### src/rtl/oled_screen_sequencer.sv
// oled_screen_sequencer
// Cycles through NUM_SCREENS pages of ROWS x COLS characters on a character OLED.
// Powers the display on, copies every character of the current screen from a text
// source into the display driver, triggers a display update, then holds the screen
// for DWELL_MS milliseconds (or until next) before moving to the following screen.
// Dropping enable finishes any outstanding handshake and powers the display off.
//
// Ports:
//   clk, rstn                      clock, asynchronous active-low reset
//   enable                         run the sequence while high
//   next                           one-cycle pulse, ends the current dwell early
//   char_screen/char_row/char_col  text-source address
//   char_data                      text-source ASCII, valid one clk after the address
//   write_start/write_ready        character-write handshake
//   write_ascii_data/write_base_addr  character-write payload
//   update_start/update_clear/update_ready  display-update handshake
//   disp_on_start/disp_on_ready    power-on handshake
//   disp_off_start/disp_off_ready  power-off handshake
//   cur_screen                     screen currently shown
//   busy                           high whenever the sequencer is not idle
module oled_screen_sequencer #(
    parameter int unsigned NUM_SCREENS = 2,
    parameter int unsigned ROWS        = 4,
    parameter int unsigned COLS        = 16,
    parameter int unsigned CLK_FREQ_HZ = 100_000_000,
    parameter int unsigned DWELL_MS    = 4000,
    parameter int unsigned LOOP        = 1
) (
    input  logic       clk,
    input  logic       rstn,
    input  logic       enable,
    input  logic       next,
    output logic [3:0] char_screen,
    output logic [1:0] char_row,
    output logic [3:0] char_col,
    input  logic [7:0] char_data,
    output logic       write_start,
    input  logic       write_ready,
    output logic [7:0] write_ascii_data,
    output logic [8:0] write_base_addr,
    output logic       update_start,
    output logic       update_clear,
    input  logic       update_ready,
    output logic       disp_on_start,
    input  logic       disp_on_ready,
    output logic       disp_off_start,
    input  logic       disp_off_ready,
    output logic [3:0] cur_screen,
    output logic       busy
);

    localparam int unsigned PrescDiv   = CLK_FREQ_HZ / 1000;
    localparam int unsigned PrescW     = (PrescDiv > 1) ? $clog2(PrescDiv) : 1;
    localparam logic [PrescW-1:0] PrescLast = PrescW'(PrescDiv - 1);
    localparam logic [11:0]       MsLast    = 12'(DWELL_MS - 1);
    localparam logic [1:0]        RowLast   = 2'(ROWS - 1);
    localparam logic [3:0]        ColLast   = 4'(COLS - 1);
    localparam logic [3:0]        ScrLast   = 4'(NUM_SCREENS - 1);

    typedef enum logic [3:0] {
        StIdle,
        StPwrOn,
        StPwrOnWait,
        StFetch,
        StWrite,
        StWriteWait,
        StUpdate,
        StUpdateWait,
        StDwell,
        StHold,
        StPwrOff,
        StPwrOffWait
    } state_t;

    state_t            state;
    logic [PrescW-1:0] presc;
    logic [11:0]       ms_cnt;

    assign busy = (state != StIdle);

    // char_row/char_col double as the position counters of the screen being drawn.
    // Start pulses are registered: a pulse is launched from a cycle where ready was
    // high and is visible in the first cycle of the matching *_WAIT state. The WAIT
    // states only leave once the pulse has dropped and ready is high again.
    always_ff @(posedge clk or negedge rstn) begin
        if (!rstn) begin
            state            <= StIdle;
            presc            <= '0;
            ms_cnt           <= '0;
            char_screen      <= '0;
            char_row         <= '0;
            char_col         <= '0;
            write_start      <= 1'b0;
            write_ascii_data <= '0;
            write_base_addr  <= '0;
            update_start     <= 1'b0;
            update_clear     <= 1'b0;
            disp_on_start    <= 1'b0;
            disp_off_start   <= 1'b0;
            cur_screen       <= '0;
        end else begin
            write_start    <= 1'b0;
            update_start   <= 1'b0;
            disp_on_start  <= 1'b0;
            disp_off_start <= 1'b0;

            unique case (state)
                StIdle: begin
                    if (enable) begin
                        state <= StPwrOn;
                    end
                end

                StPwrOn: begin
                    if (disp_on_ready) begin
                        disp_on_start <= 1'b1;
                        state         <= StPwrOnWait;
                    end
                end

                StPwrOnWait: begin
                    if (disp_on_ready && !disp_on_start) begin
                        char_screen <= cur_screen;
                        char_row    <= '0;
                        char_col    <= '0;
                        state       <= StFetch;
                    end
                end

                // Address is on char_* during this cycle; data arrives next cycle.
                StFetch: begin
                    state <= StWrite;
                end

                StWrite: begin
                    write_ascii_data <= char_data;
                    write_base_addr  <= {char_row, char_col, 3'b000};
                    if (write_ready) begin
                        write_start <= 1'b1;
                        state       <= StWriteWait;
                    end
                end

                StWriteWait: begin
                    if (write_ready && !write_start) begin
                        if (!enable) begin
                            state <= StPwrOff;
                        end else if (char_row == RowLast && char_col == ColLast) begin
                            state <= StUpdate;
                        end else begin
                            if (char_col == ColLast) begin
                                char_col <= '0;
                                char_row <= char_row + 2'd1;
                            end else begin
                                char_col <= char_col + 4'd1;
                            end
                            state <= StFetch;
                        end
                    end
                end

                StUpdate: begin
                    if (update_ready) begin
                        update_start <= 1'b1;
                        update_clear <= 1'b0;
                        state        <= StUpdateWait;
                    end
                end

                StUpdateWait: begin
                    if (update_ready && !update_start) begin
                        if (!enable) begin
                            state <= StPwrOff;
                        end else begin
                            presc  <= '0;
                            ms_cnt <= '0;
                            state  <= StDwell;
                        end
                    end
                end

                StDwell: begin
                    if (!enable) begin
                        state <= StPwrOff;
                    end else if (next || (presc == PrescLast && ms_cnt == MsLast)) begin
                        if (cur_screen < ScrLast) begin
                            cur_screen  <= cur_screen + 4'd1;
                            char_screen <= cur_screen + 4'd1;
                            char_row    <= '0;
                            char_col    <= '0;
                            state       <= StFetch;
                        end else if (LOOP != 0) begin
                            cur_screen  <= '0;
                            char_screen <= '0;
                            char_row    <= '0;
                            char_col    <= '0;
                            state       <= StFetch;
                        end else begin
                            state <= StHold;
                        end
                    end else if (presc == PrescLast) begin
                        presc  <= '0;
                        ms_cnt <= ms_cnt + 12'd1;
                    end else begin
                        presc <= presc + PrescW'(1);
                    end
                end

                StHold: begin
                    if (!enable) begin
                        state <= StPwrOff;
                    end
                end

                StPwrOff: begin
                    if (disp_off_ready) begin
                        disp_off_start <= 1'b1;
                        state          <= StPwrOffWait;
                    end
                end

                StPwrOffWait: begin
                    if (disp_off_ready && !disp_off_start) begin
                        cur_screen <= '0;
                        state      <= StIdle;
                    end
                end

                default: begin
                    state <= StIdle;
                end
            endcase
        end
    end

endmodule
### config.mk
export PLATFORM = sky130hd
export DESIGN_NAME = oled_screen_sequencer
export DESIGN_NICKNAME = d
export VERILOG_FILES = /design/src/rtl/oled_screen_sequencer.sv
export SDC_FILE = /design/constraint.sdc
export NUM_CORES = 1
export LEC_CHECK = 0
export CAP_MARGIN = 10
export CORE_ASPECT_RATIO = 1.75
export CORE_MARGIN = 3
export CORE_UTILIZATION = 40
export CTS_CLUSTER_DIAMETER = 60
export DETAILED_ROUTE_END_ITERATION = 8
export DONT_BUFFER_PORTS = 1
export GPL_TIMING_DRIVEN = 0
export PLACE_DENSITY = 0.51
export SYNTH_ARGS = -nofsm -noshare
export SYNTH_HDL_FRONTEND = slang
export SYNTH_SLANG_ARGS = --single-unit
### constraint.sdc
create_clock -name clk -period 5.8 [get_ports clk]
set_clock_uncertainty 0.05 [all_clocks]
set_input_delay 1.16 -clock clk [delete_from_list [all_inputs] [get_ports clk]]
set_output_delay 1.16 -clock clk [all_outputs]
set_load 0.02 [all_outputs]
### Yosys cells after proc, flatten, opt, wreduce, memory -nomap -nowiden

Index checks and enable logic that the tools add are counted.

* logic and storage cells: 135
* register bits: 65
* bits of input ports: 16
* output and inout port bits: 37

* add/sub/neg operators: 5
* eq/ne operators: 34
* multiplexer cells: 58
* magnitude comparators: 1
* reduce and logical (&&, ||, !) cells: 24

Operators by type and width (number)
* 4-bit 2-to-1 mux: 24
* 17-bit 2-to-1 mux: 5
* 12-bit 2-to-1 mux: 5
* 4-bit case mux with 12 select lines: 1
* 2-bit != test, second input constant: 18
* 17-bit case mux with 2 select lines: 1
* 12-bit case mux with 2 select lines: 1
* 4-bit equality test, second input constant: 5
* 17-bit by 1-bit adder with 17-bit output, second input constant: 1
* 17-bit equality test, second input constant: 1
* 4-bit by 3-bit equality test with 1-bit output, second input constant: 4
* 2-bit 2-to-1 mux: 8
* 4-bit case mux with 2 select lines: 2
* 12-bit by 1-bit adder with 12-bit output, second input constant: 1
* 12-bit equality test, second input constant: 1
* 4-bit case mux with 3 select lines: 1
* 11-bit AND reduction: 1
* 4-bit by 1-bit adder with 4-bit output, second input constant: 2
* 4-bit by 2-bit equality test with 1-bit output, second input constant: 2
* 1-bit 2-to-1 mux: 8
* 4-bit AND reduction: 2
* 8-bit AND reduction: 1
* 7-bit AND reduction: 1
* 1-bit logical AND: 6
* 15 further kinds: 20

### Depth between registers and ports, before layout

Gate-level depths: netlist of the first run.

* word-level depth: 6
* depth in mapped cells: 8

### Least setup slack after synthesis of the first run

OpenSTA, ideal clock, no wires.

* kind: input to register
* from: input port update_ready
* to: register presc[7]
* path buffers: 2
* path slack: 3111 ps
* library setup time: 131 ps
* data arrival time: 2508 ps
* stages on the path: 6
* data required time: 5619 ps
* cell sequence: nand3b_1 or4b_2 clkbuf_1 clkbuf_1 a2bb2oi_1 mux2i_1

* cells in the longest elaborated chain, start to end: 3

Ends and longest elaborated chain
* start, declared: RTL line 43 `input logic update_ready,`
* 1-bit logical AND: RTL line 171 `if (update_ready && !update_start) begin`
* 2-bit != test (no source line)
* 5-bit AND reduction (no source line)
* end signal, assigned: RTL line 205 `presc <= presc + PrescW'(1);`
* end, declared: RTL line 76 `logic [PrescW-1:0] presc;`

Every way passes these cells.
A chain may end at the register's enable or synchronous reset.

### Worst setup path after layout of the first run

* from: register state[0]
* to: output port busy

* cells in the longest elaborated chain, start to end: 1

Ends and longest elaborated chain
* start, declared: RTL line 75 `state_t state;`
* start signal, assigned: RTL line 87 `state <= StIdle;`
* start signal, assigned: RTL line 110 `state <= StPwrOn;`
* start signal, assigned: RTL line 117 `state <= StPwrOnWait;`
* 4-bit nonzero test: RTL line 79 `assign busy = (state != StIdle);`
* end, declared: RTL line 49 `output logic busy`

Every way passes these cells.

==> metrics.txt, run 1 <==
combinational power share=0.276; Syn Inst Count=between 300 and 400; Rows=45; CP peak stage delay=approximately 0.38 ns; Worst path slowest cell=buf_1; Filler cells=around 890; Final Instance Area=~4100 um2; main combinational cell family by area after synthesis=simple AND/OR/NAND/NOR gates; total power=around 1700 uW; HPWL Detailed=about 6400 um; grt ovf=0; Total GRT Usage=0.1812; path type of the worst setup path=flop to primary output; Vias/cell=about 5.7; Finished Layout Cells=around 500; maximum VDD drop=around 0.33 mV; Synth top area share=0.4478; Seq pwr share=0.404; Antenna Nets Post-Route=0; Worst path top cell family by delay=buffers and inverters; Avg WL per Cell=around 17 um; EDFF count, synth=0; CTS tree=done; Int Power=1069 uW; status=completed; ANT cells=0; antenna violations before repair=0; largest net degree at the start of global routing=between 60 and 70; Clock Pin Slew Worst Setup and Hold Paths=approximately 0.060 ns; PortBufs=0; Synth Area in XOR/XNOR=0; Final Setup Violations=0; CP Buf/Inv Count=3; first-pass GRT wire length=14870 um; min Tclk post-route=about 3.0 ns; DIE HEIGHT=132.1 um; synth unique cells=57; mux cell area share after synthesis=0.1013; clock insertion delay at the later pin of the skew report=between 0.3 and 0.4 ns; final hold violations=0; Critical Path, Cell by Cell=clkbuf_1 -> buf_1 -> inv_1 -> nand3_1; Switching Share=0.3647; fin. max-slew vios=0; Synth area leaders=dfrtp_1, mux2_2, nand2_1; flops & latches, synth=65; maxcap violations=0; fin nets=around 410; Synth Area in Compound Gates=0.1605; ys async rst share=1.000; Core ar.=between 8000 and 9000 um2; Routed WL=around 9000 um; placed inst area=between 3000 and 4000 um2; CP Max Fanout=10; Pwr Density=around 410 nW/um2; boundary pin count=53; share of layout cells above drive strength 1=0.1338; clock share of power=0.320; clk sink count=between 60 and 70; Worst Setup Start Kind=flop; CP Capture Type=primary output; Arr. time, crit path=about 1.8 ns; Post-CTS Hold Buffers=0; worst min path class=flop to flop; post-synth top area cell=dfrtp_1; Max Root-Sink Buffers=2; slew margin rel.=0.3272; Sw Pwr=roughly 610 uW; Post-Synthesis Cell Area=~3600 um2; dpl cells=approximately 500; die area=between 10000 and 15000 um2; via count=about 2900; post-synthesis adder-cell area fraction=0.02067; ys flop type=dfrtp_1; root buf cell=clkbuf_16; 1st-pass router iterations=4; number of buffers created by CTS=9; GPL Wtd Cong=roughly 0.94; Post-Synth Simple-Gate Area=0.2232; leak pwr=about 0.0017 uW; post_cts resized=0; RSZ-0062 raised after global routing=false; synthesis-to-layout area growth=12.54%; Worst EP required=about 4.6 ns; final setup TNS=0 ns; H-tree depth=3; register area share after synthesis=0.4478; Initial Util=0.4135; Post-CTS Setup Repair Bufs=0; vias in the first global route=just over 3000; register area=roughly 1600 um2; Fmax=332.8 MHz; synth warn=0; Syn Area/Cell=9.635 um2; DIE WIDTH=78.04 um; Util after Layout=0.4654; DRC=0; DR iter-0 viols=between 150 and 200; area of the multi-input gates=between 1500 and 2000 um2; Tcrit/Tclk final=0.5181; worst slew pin tran=roughly 1 ns
## worst paths after layout
kind | cells past startpoint | slack [ns] | start | end
worst max-delay path | 4 | 2.79 | state[0] | busy
worst min-delay path | 1 | 0.42 | ms_cnt[10] | ms_cnt[10]
worst max register to register | 6 | 2.86 | state[1] | char_screen[1]
worst min register to register | 1 | 0.42 | ms_cnt[10] | ms_cnt[10]
max in group asynchronous | 0 | 5.11 | rstn | presc[1]
min in group asynchronous | 0 | 0.47 | rstn | state[0]
## registers in the layout (all words and copies together), names as in the netlist, 4 cells and up
name,flops
write_ascii_data,8
write_base_addr,6
ms_cnt,12
state,4
cur_screen,4
char_screen,4
presc,17
char_col,4
## cells in the final DEF (no fill, tap or decap), types with 5 or more instances in the layout
cell	n
ha_1	6
clkbuf_1	15
a31oi_1	10
o31ai_1	7
nand4_1	7
mux2_2	22
nor2b_1	5
o21ai_0	26
clkbuf_16	9
dfrtp_1	65
buf_4	5
nand3_1	26
nand2_1	37
and3_1	8
nor4_1	7
nor2_1	18
a2bb2oi_1	6
nor3_1	7
mux2i_1	12
a21oi_1	12
inv_1	13
## per-layer routing
| layer | GRT usage | part of all wire |
|---|---|---|
| met4 | 0.07588 | 0.022 |
| met5 | 0 | 0 |
| met3 | 0.04856 | 0.049 |
| met2 | 0.3101 | 0.52 |
| met1 | 0.2110 | 0.41 |
## power by group through the flow
stage                     Clock (uW)  Combinational, uW  Sequential (uW)
after global placement             0                460              687
after floorplan                    0                371              665
final                            538                465              680
after global routing             568                524              693
after detailed placement           0                465              690
after CTS                        553                467              681
## per-stage QoR
| step | worst slack (ns) | hold slack (ns) |
|---|---|---|
| after CTS | 2.800 | 0.4226 |
| after detailed placement | 2.790 | 0.4095 |
| after floorplan | 3.111 | 0.3867 |
| after global routing | 2.651 | 0.4488 |
| final | 2.795 | 0.4177 |
| after global placement | 2.758 | 0.4071 |
## cell families after synthesis
kind of cell,Yosys count
compound gates,88
fa+ha+maj,6
buf+inv,35
flops,65
mux,34
other cells,1
simple gates,148
## cells in the mapped netlist, types with 2 or more instances
| cell type | count |
|---|---|
| a2111oi_0 | 2 |
| a21oi_1 | 12 |
| a22o_1 | 2 |
| a22oi_1 | 4 |
| a2bb2oi_1 | 6 |
| a31oi_1 | 10 |
| a41oi_1 | 3 |
| and2_1 | 3 |
| and3_1 | 8 |
| and4_1 | 2 |
| buf_4 | 5 |
| buf_6 | 2 |
| clkbuf_1 | 14 |
| dfrtp_1 | 65 |
| ha_1 | 6 |
| inv_1 | 13 |
| mux2_2 | 22 |
| mux2i_1 | 12 |
| nand2_1 | 37 |
| nand2b_1 | 4 |
| nand3_1 | 26 |
| nand3b_1 | 3 |
| nand4_1 | 7 |
| nand4bb_1 | 2 |
| nor2_1 | 18 |
| nor2b_1 | 5 |
| nor3_1 | 7 |
| nor3b_1 | 3 |
| nor4_1 | 7 |
| nor4b_1 | 2 |
| o211ai_1 | 2 |
| o21a_1 | 2 |
| o21ai_0 | 26 |
| o22ai_1 | 2 |
| o31ai_1 | 7 |
| o32ai_1 | 2 |
| or2_2 | 2 |
| or3_1 | 2 |
| or4_4 | 2 |
## cell type report
| class | instances | area share |
|---|---|---|
| Multi-Input combinational cell | 280 | 0.4530 |
| Sequential cell | 65 | 0.3979 |
| Clock buffer | 10 | 0.05601 |
| Tap cell | 117 | 0.03581 |
| Buffer | 22 | 0.02847 |
| Clock inverter | 6 | 0.01684 |
| Inverter | 13 | 0.01194 |
No activity file was read; power rests on OpenSTA's default activity.
==> run 2: changes to the inputs <==
- PLACE_DENSITY: 0.51 -> 0.53
- clock period: 5.8 -> 2.52 ns (I/O delays scaled with it)
==> run 2 against run 1 <==
Against the previous run: the run now ends with negative hold slack left; setup slack worse by 2.7 ns; critical path depth grew 1; combinational power rose by 150%; clock-buffer cell count is 1 lower; hold slack got worse by 0.43 ns; sequential power is 130% higher; via count grew 3.7%; routed wire length rose by 1.9%; cell count is 1.9% higher; core utilization grew 2.2 points; global-route usage up 0.26 points; highest routed layer unchanged.
==> metrics.txt, run 2 (synthesis gave the netlist of run 1 again) <==
final hold violations=15; slew margin rel.=0.5043; Total GRT Usage=0.1838; Finished Layout Cells=approximately 520; Sw Pwr=between 1000 and 1500 uW; dpl cells=a little under 500; largest net degree at the start of global routing=66; Core ar.=8783 um2; ANT cells=0; clock insertion delay at the later pin of the skew report=0.33 ns; min Tclk post-route=2.471 ns; fin nets=roughly 420; most flop-heavy register=presc; commonest non-fill, non-tap cell in the layout=dfrtp_1; via count=3024; Final Setup Violations=0; antenna violations before repair=0; number of buffers created by CTS=9; Rows=45; Worst Setup Start Kind=flop; Switching Share=0.3701; PortBufs=0; max reg flops=17; vias in the first global route=between 3000 and 4000; first-pass GRT wire length=between 15000 and 20000 um; Filler cells=around 870; clk sink count=65; synthesis-to-layout area growth=17.95%; share of layout cells above drive strength 1=0.2020; grt ovf=0; fin. max-slew vios=0; Pwr Density=933.6 nW/um2; worst slew pin tran=roughly 0.74 ns; Regs by FF count=presc: 17 flops, ms_cnt: 12 flops, write_ascii_data: 8 flops; worst min path class=input pin to asynchronous set/reset pin; boundary pin count=53; leak pwr=between 0.0015 and 0.002 uW; area of the multi-input gates=approximately 1900 um2; Vias/cell=5.782; HPWL Detailed=between 6000 and 7000 um; DIE HEIGHT=roughly 130 um; clock share of power=0.317; Tcrit/Tclk final=0.9807; maxcap violations=0; CTS tree=done; DR iter-0 viols=between 200 and 250; total power=between 3000 and 4000 uW; DIE WIDTH=78.04 um; CP Capture Type=flop; DRC=0; Antenna Nets Post-Route=0; 1st-pass router iterations=4; CP Max Fanout=5; Worst EP required=2.69 ns; combinational power share=0.286; Clock Pin Slew Worst Setup and Hold Paths=approximately 0.06 ns; failing checks=negative hold slack; Max Root-Sink Buffers=2; Initial Util=0.4135; Routed WL=8989 um; register area=about 1600 um2; Hold WS=-0.01698 ns; Fmax=~400 MHz; Avg WL per Cell=17.19 um; Arr. time, crit path=~2.6 ns; Seq pwr share=0.397; maximum VDD drop=~0.44 mV; Int Power=between 2000 and 3000 uW; root buf cell=clkbuf_16; H-tree depth=3; path type of the worst setup path=flop to flop; most frequent cells in the layout=dfrtp_1, nand2_1, o21ai_0; status=complete, but fails checks; die area=about 10000 um2; GPL Wtd Cong=0.9076
[run 2: cell count changes in the layout (fill, tap and decap cells not counted), sizes merged]
cell and delta:
inv +3, buf +14, clkinvlp -3, clkinv +1
clkbuf -5
[run 2: path summary, 6_finish.rpt]
| check | start | end | slack, ns | cells after the start |
|---|---|---|---|---|
| setup / recovery | presc[6] | state[0] | 0.05 | 5 |
| hold / removal | rstn | char_screen[1] | -0.02 | 1 |
| setup reg to reg | presc[6] | state[0] | 0.05 | 5 |
| hold reg to reg | ms_cnt[10] | ms_cnt[10] | 0.43 | 1 |
| max in group asynchronous | rstn | ms_cnt[9] | 2.12 | 1 |
| min in group clk | write_ready | write_start | 0.25 | 1 |
[run 2: what timing repair did]
| item | CTS | global route |
|---|---|---|
| gates resized for setup | 14 | 9 |
| buffers inserted | 9 | 3 |
| endpoints found under the setup margin | 45 | 36 |
| hold endpoints to repair | 65 | 0 |
| hold buffers | 1 | 0 |
| gates cloned | 0 | 0 |
| pin swaps | 5 | 3 |
[run 2: power groups by stage]
stage / combinational, uW / clock, uW / sequential, uW
finish: 1140 / 1270 / 1590
global route: 1270 / 1350 / 1620
CTS: 1130 / 1300 / 1590
detailed placement: 1070 / 0 / 1580
global placement: 1050 / 0 / 1580
floorplan: 853 / 0 / 1530
[run 2: per-stage QoR]
stage | setup TNS [ns] | util | cell area [um2] | setup slack [ns]
2_1_floorplan | 0 | - | 3643 | 0.1281
3_3_place_gp | -4.786 | 0.4315 | 3790 | -0.3834
3_5_place_dp | -4.896 | 0.4315 | 3790 | -0.2980
4_1_cts | 0 | 0.4821 | 4234 | 0.01264
5_1_grt | -0.03349 | 0.4877 | 4284 | -0.03349
6_report | 0 | 0.4877 | 4284 | 0.04865
[run 2: routing by layer]
| metal | GRT usage | part of all wire | vias to the layer above |
|---|---|---|---|
| met4 | 0.07004 | 0.016 | 0 |
| met5 | 0 | 0 | - |
| met2 | 0.3192 | 0.53 | 87 |
| met3 | 0.05267 | 0.055 | 12 |
| met1 | 0.2107 | 0.40 | 1476 |
| li1 | - | - | 1449 |
[run 2: worst max-delay path: stages, from the launching register on]
cell     delay (ns)
dfrtp_1        0.38
or4bb_1        0.53
or4_4          0.60
o21ai_4        0.21
and3_4         0.25
mux2_2         0.33
[run 2: area by class of cell]
class	instances	share of cell area
Sequential cell	65	0.3797
Multi-Input combinational cell	280	0.4501
Timing Repair Buffer	13	0.02745
Buffer	19	0.02658
Tap cell	117	0.03417
Inverter	13	0.01139
Clock buffer	9	0.05257
Clock inverter	7	0.01811
==> run 3: changes to the inputs <==
- CELL_PAD_IN_SITES_DETAIL_PLACEMENT: default -> 1
- CELL_PAD_IN_SITES_GLOBAL_PLACEMENT: default -> 1
- CTS_CLUSTER_DIAMETER: 60 -> 120
- PLACE_DENSITY: 0.53 -> 0.67
==> run 3 against run 2 <==
Against the previous run: the flow still finishes with violations (negative hold slack); clock power hardly changed; final area is 0.55% lower; via count is 2.6% higher; sequential power hardly changed; critical endpoint unchanged; sequential share of layout area is 0.21 points higher; fmax is 0.65% higher; die area stayed put.
==> metrics.txt, run 3 (synthesis gave the netlist of run 1 again) <==
status=complete, but fails checks; failing checks=negative hold slack; most flop-heavy register=presc; Clock Pin Slew Worst Setup and Hold Paths=0.06 ns; Regs by FF count=presc: 17 flops, ms_cnt: 12 flops, write_ascii_data: 8 flops; grt ovf=0; Worst path slowest cell=or4_4; CP Max Fanout=5; Worst EP required=between 2 and 3 ns; root buf cell=clkbuf_16; 1st-pass router iterations=4; Util after Layout=0.4850; Initial Util=0.4135; final hold violations=10; Core ar.=roughly 9000 um2; clk sink count=65; ANT cells=0; HPWL Detailed=approximately 7000 um; DRC=0; worst min path class=input pin to asynchronous set/reset pin; worst setup margin=about 0.065 ns; Worst Setup Start Kind=flop; Total GRT Usage=0.1980; Arr. time, crit path=2.63 ns; Vias/cell=5.969; die area=~10000 um2; synthesis-to-layout area growth=17.29%; top sig layer=met4; Met3 Wirelength=between 300 and 400 um; first-pass GRT wire length=roughly 16000 um; R2R cell count=5; PortBufs=0; wl on met1=3971 um; Place WS=-0.3676 ns; Pwr Density=953.3 nW/um2; Tcrit/Tclk final=0.9743; most frequent cells in the layout=dfrtp_1, nand2_1, o21ai_0; Critical Path, Cell by Cell=or4bb_1 -> or4_4 -> o21ai_4 -> and3_4 -> mux2_2; Final Setup Violations=0; CP Depth=5; Rows=between 40 and 50; CP Capture Type=flop; commonest non-fill, non-tap cell in the layout=dfrtp_1; maxcap violations=0; Max Root-Sink Buffers=2; Avg WL per Cell=a little under 20 um; boundary pin count=53; GPL Wtd Cong=0.8359; CTS tree=done; CP peak stage delay=roughly 0.61 ns; H-tree depth=3; DIE WIDTH=78.04 um; number of buffers created by CTS=9; via count=roughly 3100; reg-to-reg startpoint=presc[5]; fin. max-slew vios=0; Worst path top cell family by delay=simple AND/OR/NAND/NOR gates; path type of the worst setup path=flop to flop; RSZ-0062 raised after global routing=true; share of layout cells above drive strength 1=0.1960; vias in the first global route=approximately 3300; Hold WS=-0.03394 ns; metal2 WL=5533 um; max reg flops=17; slew margin rel.=0.4995; leak pwr=approximately 0.0018 uW; maximum VDD drop=around 0.57 mV; worst slew pin tran=between 0.7 and 0.8 ns; largest net degree at the start of global routing=66; DIE HEIGHT=132.1 um; Fmax=approximately 400 MHz; clock insertion delay at the later pin of the skew report=approximately 0.34 ns; CP Buf/Inv Count=0; DR iter-0 viols=100; fin nets=between 400 and 500; min Tclk post-route=between 2 and 2.5 ns; Routed WL=between 10000 and 15000 um; Critical path origin=presc[5]; antenna violations before repair=0; Antenna Nets Post-Route=0; Filler cells=about 1000
[run 3: area by class of cell]
type | instances | area [um2] | area share
multi-input cells | 280 | 1918 | 0.4502
well taps | 117 | 146.4 | 0.03436
plain buffers | 20 | 122.6 | 0.02878
clock inverters | 7 | 85.08 | 0.01997
clock buffers | 9 | 225.2 | 0.05286
inverters | 13 | 48.80 | 0.01145
flip-flops and latches | 65 | 1627 | 0.3818
repair buffers | 9 | 87.58 | 0.02056
[run 3: where the power goes]
| part | internal, uW | total [uW] | switching [uW] |
|---|---|---|---|
| clock | 786 | 1300 | 519 |
| combinational | 504 | 1160 | 660 |
| sequential | 1240 | 1590 | 352 |
[run 3: timing repair]
item	CTS	global route
endpoints found under the hold margin	65	0
hold buffers	1	0
gates resized for setup	13	11
pin swaps	4	2
endpoints found under the setup margin	48	33
buffers inserted	6	2
[run 3: per-layer routing]
layer	track usage	vias to the layer above
met1	0.2187	1594
met4	0.07588	0
met2	0.3674	54
met5	0	-
met3	0.03557	17
li1	-	1439
[run 3: path summary, 6_finish.rpt]
path                                   to  slack [ns]
max reg2reg                      state[0]        0.06
max in group asynchronous       presc[12]        2.13
max                              state[0]        0.06
min reg2reg                    ms_cnt[10]        0.43
min in group clk              write_start        0.25
min                        char_screen[1]       -0.03
[run 3: metrics by stage]
stage	instances	TNS (ns)	hold slack (ns)	area, um2	total power [uW]
floorplan	380	0	0.1584	3643	2385
finish	520	0	-0.03394	4260	4061
global route	520	-0.1492	0.005169	4260	4288
detailed placement	497	-5.997	0.1600	3790	2684
global placement	497	-4.728	0.1598	3790	2642
CTS	519	-0.002067	0.007015	4218	4066
